[src/rtl/mem_arb_pkg.sv]
// Shared types and constants for the fetch/data memory arbiter.
package mem_arb_pkg;

  typedef enum logic [1:0] {
    IDLE,
    BUSY_I,
    BUSY_D
  } arbState;

  typedef enum logic {
    GNT_I,
    GNT_D
  } arbGrant;

  localparam logic [3:0] BE_WORD = 4'b1111;

endpackage

[src/rtl/arb_streak_counter.sv]
// Saturating count of data grants won while fetch was waiting; bounds fetch starvation.
module arb_streak_counter #(
  parameter int MAX_D_BURST = 4
) (
  input  logic clk,
  input  logic rst,
  input  logic inc,
  input  logic clr,
  output logic atMax
);

  localparam int CW = $clog2(MAX_D_BURST + 1);

  logic [CW-1:0] streak;

  function automatic logic [CW-1:0] satInc(input logic [CW-1:0] v);
    return (v == CW'(MAX_D_BURST)) ? v : v + 1'b1;
  endfunction

  always_ff @(posedge clk or posedge rst) begin
    if (rst) streak <= '0;
    else if (clr) streak <= '0;
    else if (inc) streak <= satInc(streak);
  end

  assign atMax = (streak == CW'(MAX_D_BURST));

endmodule

[src/rtl/mem_arbiter.sv]
// Arbitrates one variable-latency memory port between fetch and data (data has priority).
// Define MEM_TIMEOUT_EN to abort accesses that see no mem_ack within TIMEOUT cycles.
module mem_arbiter
  import mem_arb_pkg::*;
#(
  parameter int ADDR_WIDTH  = 32,
  parameter int DATA_WIDTH  = 32,
  parameter int MAX_D_BURST = 4,
  parameter int TIMEOUT     = 255
) (
  input  logic                  clk,
  input  logic                  rst,
  input  logic                  if_req,
  input  logic [ADDR_WIDTH-1:0] if_addr,
  output logic [DATA_WIDTH-1:0] if_rdata,
  output logic                  if_ready,
  output logic                  if_err,
  output logic                  stall_f,
  input  logic                  d_req,
  input  logic                  d_we,
  input  logic [3:0]            d_be,
  input  logic [ADDR_WIDTH-1:0] d_addr,
  input  logic [DATA_WIDTH-1:0] d_wdata,
  output logic [DATA_WIDTH-1:0] d_rdata,
  output logic                  d_ready,
  output logic                  d_err,
  output logic                  stall_m,
  output logic                  mem_req,
  output logic                  mem_we,
  output logic [3:0]            mem_be,
  output logic [ADDR_WIDTH-1:0] mem_addr,
  output logic [DATA_WIDTH-1:0] mem_wdata,
  input  logic                  mem_ack,
  input  logic [DATA_WIDTH-1:0] mem_rdata
);

  arbState state, stateNext;
  arbGrant grant;
  logic    ifPend, dPend, grantValid, atMax;
  logic    finish, abort, timeoutHit;

  // A port whose ready is high still holds req for the access just completed.
  assign ifPend     = if_req & ~if_ready;
  assign dPend      = d_req & ~d_ready;
  assign stall_f    = ifPend;
  assign stall_m    = dPend;
  assign grantValid = (state == IDLE) && (ifPend || dPend);
  assign grant      = (dPend && !(ifPend && atMax)) ? GNT_D : GNT_I;

  arb_streak_counter #(
    .MAX_D_BURST(MAX_D_BURST)
  ) uStreak (
    .clk  (clk),
    .rst  (rst),
    .inc  (grantValid && (grant == GNT_D) && ifPend),
    .clr  (grantValid && (grant == GNT_I)),
    .atMax(atMax)
  );

`ifdef MEM_TIMEOUT_EN
  localparam int TW = $clog2(TIMEOUT + 1);
  logic [TW-1:0] busyCnt;

  always_ff @(posedge clk or posedge rst) begin
    if (rst) busyCnt <= '0;
    else if (state == IDLE) busyCnt <= '0;
    else busyCnt <= busyCnt + 1'b1;
  end

  assign timeoutHit = (busyCnt == TW'(TIMEOUT - 1));
`else
  logic unusedTimeout;
  assign unusedTimeout = (TIMEOUT > 0);
  assign timeoutHit    = 1'b0;
`endif

  always_ff @(posedge clk or posedge rst) begin
    if (rst) state <= IDLE;
    else state <= stateNext;
  end

  // An ack on the limit edge wins over the timeout.
  always_comb begin
    stateNext = state;
    finish    = 1'b0;
    abort     = 1'b0;
    unique case (state)
      IDLE: begin
        if (grantValid) stateNext = (grant == GNT_D) ? BUSY_D : BUSY_I;
      end
      BUSY_I, BUSY_D: begin
        if (mem_ack) begin
          finish    = 1'b1;
          stateNext = IDLE;
        end else if (timeoutHit) begin
          finish    = 1'b1;
          abort     = 1'b1;
          stateNext = IDLE;
        end
      end
      default: stateNext = IDLE;
    endcase
  end

  always_ff @(posedge clk or posedge rst) begin
    if (rst) begin
      mem_req   <= 1'b0;
      mem_we    <= 1'b0;
      mem_be    <= '0;
      mem_addr  <= '0;
      mem_wdata <= '0;
      if_ready  <= 1'b0;
      d_ready   <= 1'b0;
      if_rdata  <= '0;
      d_rdata   <= '0;
    end else begin
      if_ready <= finish && (state == BUSY_I);
      d_ready  <= finish && (state == BUSY_D);
      if (grantValid) begin
        mem_req <= 1'b1;
        if (grant == GNT_D) begin
          mem_we    <= d_we;
          mem_be    <= d_be;
          mem_addr  <= d_addr;
          mem_wdata <= d_wdata;
        end else begin
          mem_we    <= 1'b0;
          mem_be    <= BE_WORD;
          mem_addr  <= if_addr;
          mem_wdata <= '0;
        end
      end else if (finish) begin
        mem_req <= 1'b0;
      end
      if (finish && (state == BUSY_I)) if_rdata <= abort ? '0 : mem_rdata;
      if (finish && (state == BUSY_D)) d_rdata <= abort ? '0 : mem_rdata;
    end
  end

`ifdef MEM_TIMEOUT_EN
  always_ff @(posedge clk or posedge rst) begin
    if (rst) begin
      if_err <= 1'b0;
      d_err  <= 1'b0;
    end else begin
      if_err <= abort && (state == BUSY_I);
      d_err  <= abort && (state == BUSY_D);
    end
  end
`else
  assign if_err = 1'b0;
  assign d_err  = 1'b0;
`endif

endmodule
[config.mk]
export PLATFORM = sky130hd
export DESIGN_NAME = mem_arbiter
export DESIGN_NICKNAME = d
export VERILOG_FILES = /design/src/rtl/mem_arb_pkg.sv /design/src/rtl/arb_streak_counter.sv /design/src/rtl/mem_arbiter.sv
export SDC_FILE = /design/constraint.sdc
export NUM_CORES = 1
export LEC_CHECK = 0
export ABC_AREA = 1
export ABC_CLOCK_PERIOD_IN_PS = 4640
export BUFFER_PORTS_ARGS = -buffer_cell sky130_fd_sc_hd__buf_2
export CAP_MARGIN = 20
export CELL_PAD_IN_SITES_DETAIL_PLACEMENT = 1
export CELL_PAD_IN_SITES_GLOBAL_PLACEMENT = 2
export CORE_ASPECT_RATIO = 0.8
export CORE_UTILIZATION = 26
export CTS_CLUSTER_SIZE = 12
export DETAILED_ROUTE_END_ITERATION = 10
export PLACE_DENSITY_LB_ADDON = 0.25
export SYNTH_ARGS = -nofsm -noshare
export SYNTH_HDL_FRONTEND = slang
export SYNTH_SLANG_ARGS = --single-unit
[constraint.sdc]
create_clock -name clk -period 4.64 [get_ports clk]
set_input_delay 0.464 -clock clk [delete_from_list [all_inputs] [get_ports clk]]
set_output_delay 0.464 -clock clk [all_outputs]
set_load 0.02 [all_outputs]
# Yosys cells after proc, flatten, opt, wreduce, memory -nomap -nowiden
# Cells that the tools add are included.
# totals
ff_bits	141
inputBits	138
out_inout_bits	140
wordCells	55
# op_classes
add_sub_neg	1
n_eq_ne	6
mux	16
n_bitwise	5
reduce_logical	16
# ops
cell	n
$mux W32	2
$mux W3	3
$logic_and A1 B1 Y1	8
$mux W1	6
$mux W2	3
$mux W4	1
$ne A2 B2 Y1 const B	2
$pmux W2 S2	1
$reduce_and A2 Y1	2
$reduce_bool A2 Y1	2
$add A3 B1 Y3 const B	1
$eq A3 B3 Y1 const B	1
$not A1 Y1	3
$and A1 B1 Y1	2
$eq A2 B1 Y1 const B	1
$eq A2 B2 Y1 const B	1
$logic_not A2 Y1	1
$ne A2 B1 Y1 const B	1
$reduce_or A2 Y1	1
$logic_not A1 Y1	1
$logic_or A1 B1 Y1	1

# Depth between registers and ports, before layout
# logic_depth
ltp_word	10
mapped_depth	10
depth_no_buf	9

# By module
# Synthesis repeated with hierarchy kept, for this count alone.
# hier_totals
hier_cells	707
area_unflattened_um2	5926.9
# modules_own_cells
module	instances	cells_per_inst	area_per_inst_um2	seq_area_each_um2
mem_arbiter	1	681	5738.0	3453.3
arb_streak_counter	1	26	188.9	75.1

# Worst setup path before layout
# No wires, ideal clock.
# synth_path
path_type	register -> register
startpoint	register state[0]
endpoint	register d_rdata[10]
setup_time_ns	0.130
arrival_time_ns	1.327
t_required_ns	4.510
path_slack_ns	3.183
stages_incl_launch_ff	9
n_path_buf	2
period_less_slack_ns	1.457
cell_sequence	dfrtp_1 inv_1 ha_1 nand2_1 inv_1 nand2_1 buf_2 clkbuf_1 o21ai_0
# synth_between
elab_chain_cells	4
# synth_rtl
item	line_no	rtl
from (decl)	mem_arbiter.sv:37	arbState state, stateNext;
from (signal assigned)	mem_arbiter.sv:79	else state <= stateNext;
$eq A2 B1 Y1 / $eq A2 B2 Y1 (equally long branches)	mem_arbiter.sv:87, mem_arbiter.sv:136	
$reduce_or A2 Y1	mem_arbiter.sv:87	unique case (state)
$mux W1	mem_arbiter.sv:87	
$logic_and A1 B1 Y1 *	mem_arbiter.sv:136	if (finish && (state == BUSY_D)) d_rdata <= abort ? '0 : mem_rdata;
to (signal assigned)	mem_arbiter.sv:136	
to (decl)	mem_arbiter.sv:24	output logic [DATA_WIDTH-1:0] d_rdata,
# Every way passes the cells marked *; elsewhere a longest branch is shown, timed or not.
# A chain may end at the register's enable or synchronous reset.

# Worst setup path in the final report
# layout_path
startpoint	register uStreak.streak[0]
endpoint	register mem_wdata[21]
# layout_between
elab_chain_cells	6
# layout_rtl
item	line_no	rtl
from (decl)	arb_streak_counter.sv:14	logic [CW-1:0] streak;
from (signal assigned)	arb_streak_counter.sv:23	else if (inc) streak <= satInc(streak);
$eq A3 B3 Y1	arb_streak_counter.sv:26	assign atMax = (streak == CW'(MAX_D_BURST));
$logic_and A1 B1 Y1	mem_arbiter.sv:48	assign grant = (dPend && !(ifPend && atMax)) ? GNT_D : GNT_I;
$logic_not A1 Y1	mem_arbiter.sv:48	
$logic_and A1 B1 Y1	mem_arbiter.sv:48	
$mux W1	mem_arbiter.sv:48	
$mux W32	mem_arbiter.sv:121	if (grant == GNT_D) begin
to (signal assigned)	mem_arbiter.sv:125	mem_wdata <= d_wdata;
to (decl)	mem_arbiter.sv:32	output logic [DATA_WIDTH-1:0] mem_wdata,
# No other way between the ends.

==> metrics.md <==
| Metric | Value |
|---|---|
| Final hold viol count | `0` |
| Post-DP HPWL | `about 13 mm` |
| Routability cong. | `0.708` |
| Final setup fails | `0` |
| Yosys cell types | `23` |
| Routed len/inst | `about 16 um` |
| Drt via density | `approximately 4.4` |
| Relative slew slack | `0.328` |
| Period utilisation layout | `0.570` |
| Number of global-route vias before repair | `approximately 5.5k` |
| Most Frequent Cell on Critical Path | `nand2_1` |
| Slew Viols, Final | `0` |
| Worst reg2reg startpoint | `uStreak.streak[0]` |
| CTS H-Tree Depth | `4` |
| Num CTS Buffers | `17` |
| Chip height | `between 100 and 150 um` |
| Chip Width | `~170 um` |
| Crit path max-delay cell type | `nand2_2` |
| Starting DRT DRC Count | `approximately 320` |
| # fillers | `2670` |
| Starting Density | `0.270` |
| Total number of vias | `approximately 5.3k` |
| Antenna-violating nets left | `0` |
| Lkg Pwr | `roughly 0.0045 uW` |
| Max-cap viol count | `0` |
| Util after Layout | `0.366` |
| DR DRC count | `0` |
| TritonRoute pass-1 iters | `4` |
| Synth Instances | `646` |
| Worst R2R Setup Slack | `around 2000 ps` |
| CP startpoint kind | `flop` |
| First-pass GRT wire length | `between 20 and 30 mm` |
| Mapped Area | `between 5000 and 6000 sq um` |
| Commonest cells after routing, fill and taps aside | `buf_2, nand2_1, dfrtp_1` |
| Critical path type | `reg -> reg` |
| CP endpoint | `mem_wdata[21]` |
| Outcome | `finished clean` |
| Max frequency | `about 0.38 GHz` |
| Antenna Cells | `0` |
| Most common cell after layout, fill and taps aside | `buf_2` |
| Core area | `about 22000 sq um` |
| Clk slew on worst S/H paths | `70 ps` |
| Synth warnings | `0` |
| Total Neg Setup Slack | `0 ps` |
| Fin area | `8030 sq um` |
| WP data arrival | `approximately 3000 ps` |
| Layout cells sized above 1 | `0.358` |
| Layout Nets | `around 1.0k` |
| P per Cell Area | `744 nW/um^2` |
| # port buffers | `roughly 280` |
| Largest net degree at the start of global routing | `77` |
| RSZ-0062 raised after global routing | `no` |
| IR drop worst, VDD | `239 uV` |
| Post-synthesis sequential area ratio | `0.597` |
| R2R Path End | `mem_wdata[21]` |
| Layout area overhead | `35.9%` |
| Slowest Stage Delay on Critical Path | `600 ps` |
| Fin crit period | `about 2600 ps` |
| CTS tree | `yes` |
| Number of post-CTS setup repair buffers | `0` |
| Number of synthesized register bits | `around 140` |
| Die area | `23300 sq um` |
| Clock Sinks | `about 140` |
| Worst Hold Class | `in -> async` |
| Critical path, cell by cell | `inv_1 -> ha_1 -> nand2_1 -> inv_1 -> nand2_2 -> nand2_4 -> nor2_8 -> nand2_1 -> nand2_1` |
| Total congestion overflow | `0` |
| Dpl cell area | `~7400 sq um` |
| Clk_skew | `~11 ps` |
| CP Data Required Time | `between 4000 and 5000 ps` |
| Max clock buf depth | `2` |
| CP Max Fanout | `39` |
| Hold-fix buffers, CTS | `0` |
| Clock Latency Late Sink | `420 ps` |
| GRT Util Overall | `0.166` |
| Row count | `48` |
| Worst Setup SP | `uStreak.streak[0]` |
| R2r worst-path depth | `9` |
| CTS root buf | `clkbuf_16` |
| Post-Route WL | `around 19 mm` |
| PostCTS Resize Cnt | `0` |
| Syn avg cell area | `9.15 sq um` |
| Setup crit end kind | `flop` |
| Slew @ Worst Pin | `between 1000 and 1500 ps` |
| Io pins | `278` |
| Initial antenna violation count | `0` |
-- synthesized netlist by cell type --
library cell | count | area share
buf_1 | 3 | 0.0019
buf_2 | 17 | 0.014
buf_4 | 7 | 0.0089
buf_6 | 9 | 0.017
clkbuf_1 | 8 | 0.0051
conb_1 | 1 | 0.00063
dfrtp_1 | 141 | 0.60
ha_1 | 5 | 0.011
inv_1 | 46 | 0.029
inv_2 | 2 | 0.0013
inv_4 | 1 | 0.0011
nand2_1 | 228 | 0.14
nand2_2 | 3 | 0.0032
nand2_4 | 1 | 0.0019
nand3_1 | 65 | 0.055
nand3b_1 | 4 | 0.0051
nand4_1 | 34 | 0.036
nor2_1 | 1 | 0.00063
nor2_2 | 1 | 0.0011
nor2_4 | 1 | 0.0019
nor2_8 | 2 | 0.0068
o21ai_0 | 65 | 0.055
xor2_1 | 1 | 0.0015
-- critical path: cells and delay by family, from the launching register on --
family	cells	cell delay (ps)
fa+ha+maj	1	190
buf+inv	2	110
flops	1	380
simple gates	6	1880
-- layout make-up --
| cell class | count | area [sq um] | share of cell area |
|---|---|---|---|
| inverters | 49 | 191 | 0.0238 |
| multi-input cells | 413 | 1920 | 0.240 |
| clock inverters | 14 | 146 | 0.0182 |
| flip-flops and latches | 141 | 3530 | 0.439 |
| well taps | 300 | 375 | 0.0467 |
| clock buffers | 18 | 439 | 0.0547 |
| repair buffers | 282 | 1430 | 0.178 |
-- worst min-delay path by stage --
stage                     cells after the start  slack (ps)             to           from
after floorplan                               2         470       state[1]       state[1]
after global placement                        2         460  mem_wdata[26]  mem_wdata[26]
after detailed placement                      2         460      mem_be[1]      mem_be[1]
after CTS                                     2         210  mem_wdata[20]            rst
after global routing                          3         220  mem_wdata[14]    d_wdata[14]
final                                         2         180    if_rdata[3]            rst
-- per-stage QoR --
step	total power [uW]	instances	hold slack, ps	worst slack [ps]
after floorplan	3770	647	467	395
after global placement	4670	1185	458	1980
after detailed placement	4700	1185	460	1920
after CTS	6090	1217	205	1910
final	5980	1217	180	2000
after global routing	6420	1217	223	1720
-- sequential cells by signal, indices dropped and copies added, names as in the netlist --
register and count:
d_rdata 32, d_ready 1, if_rdata 32, if_ready 1, mem_addr 32, mem_be 4
mem_req 1, mem_wdata 32, mem_we 1, state 2, uStreak.streak 3
-- logic make-up (layout without fill, tap and decap cells) --
logic type | count (synthesis) | in the layout | synth area share
AOI/OAI and AO/OA | 65 | 65 | 0.0550
xor gates and xnor gates | 1 | 1 | 0.00148
adders and majority gates | 5 | 5 | 0.0106
buffers and inverters | 93 | 363 | 0.0790
DFF | 141 | 141 | 0.597
other | 1 | 2 | 0.000634
and+or+nand+nor | 340 | 340 | 0.256
-- layer usage --
metal	routed length (um)	vias up	global-route usage
li1	-	2598	-
met1	8480	2532	0.214
met2	8770	174	0.262
met3	1590	16	0.0547
met4	267	0	0.0511
met5	0	-	0
-- power breakdown --
part | switching [uW] | total, uW | internal (uW)
clock network | 619 | 1350 | 732
logic | 1780 | 2570 | 787
registers | 284 | 2060 | 1770
total | 2680 | 5980 | 3290
No activity file was read; power rests on OpenSTA's default activity.
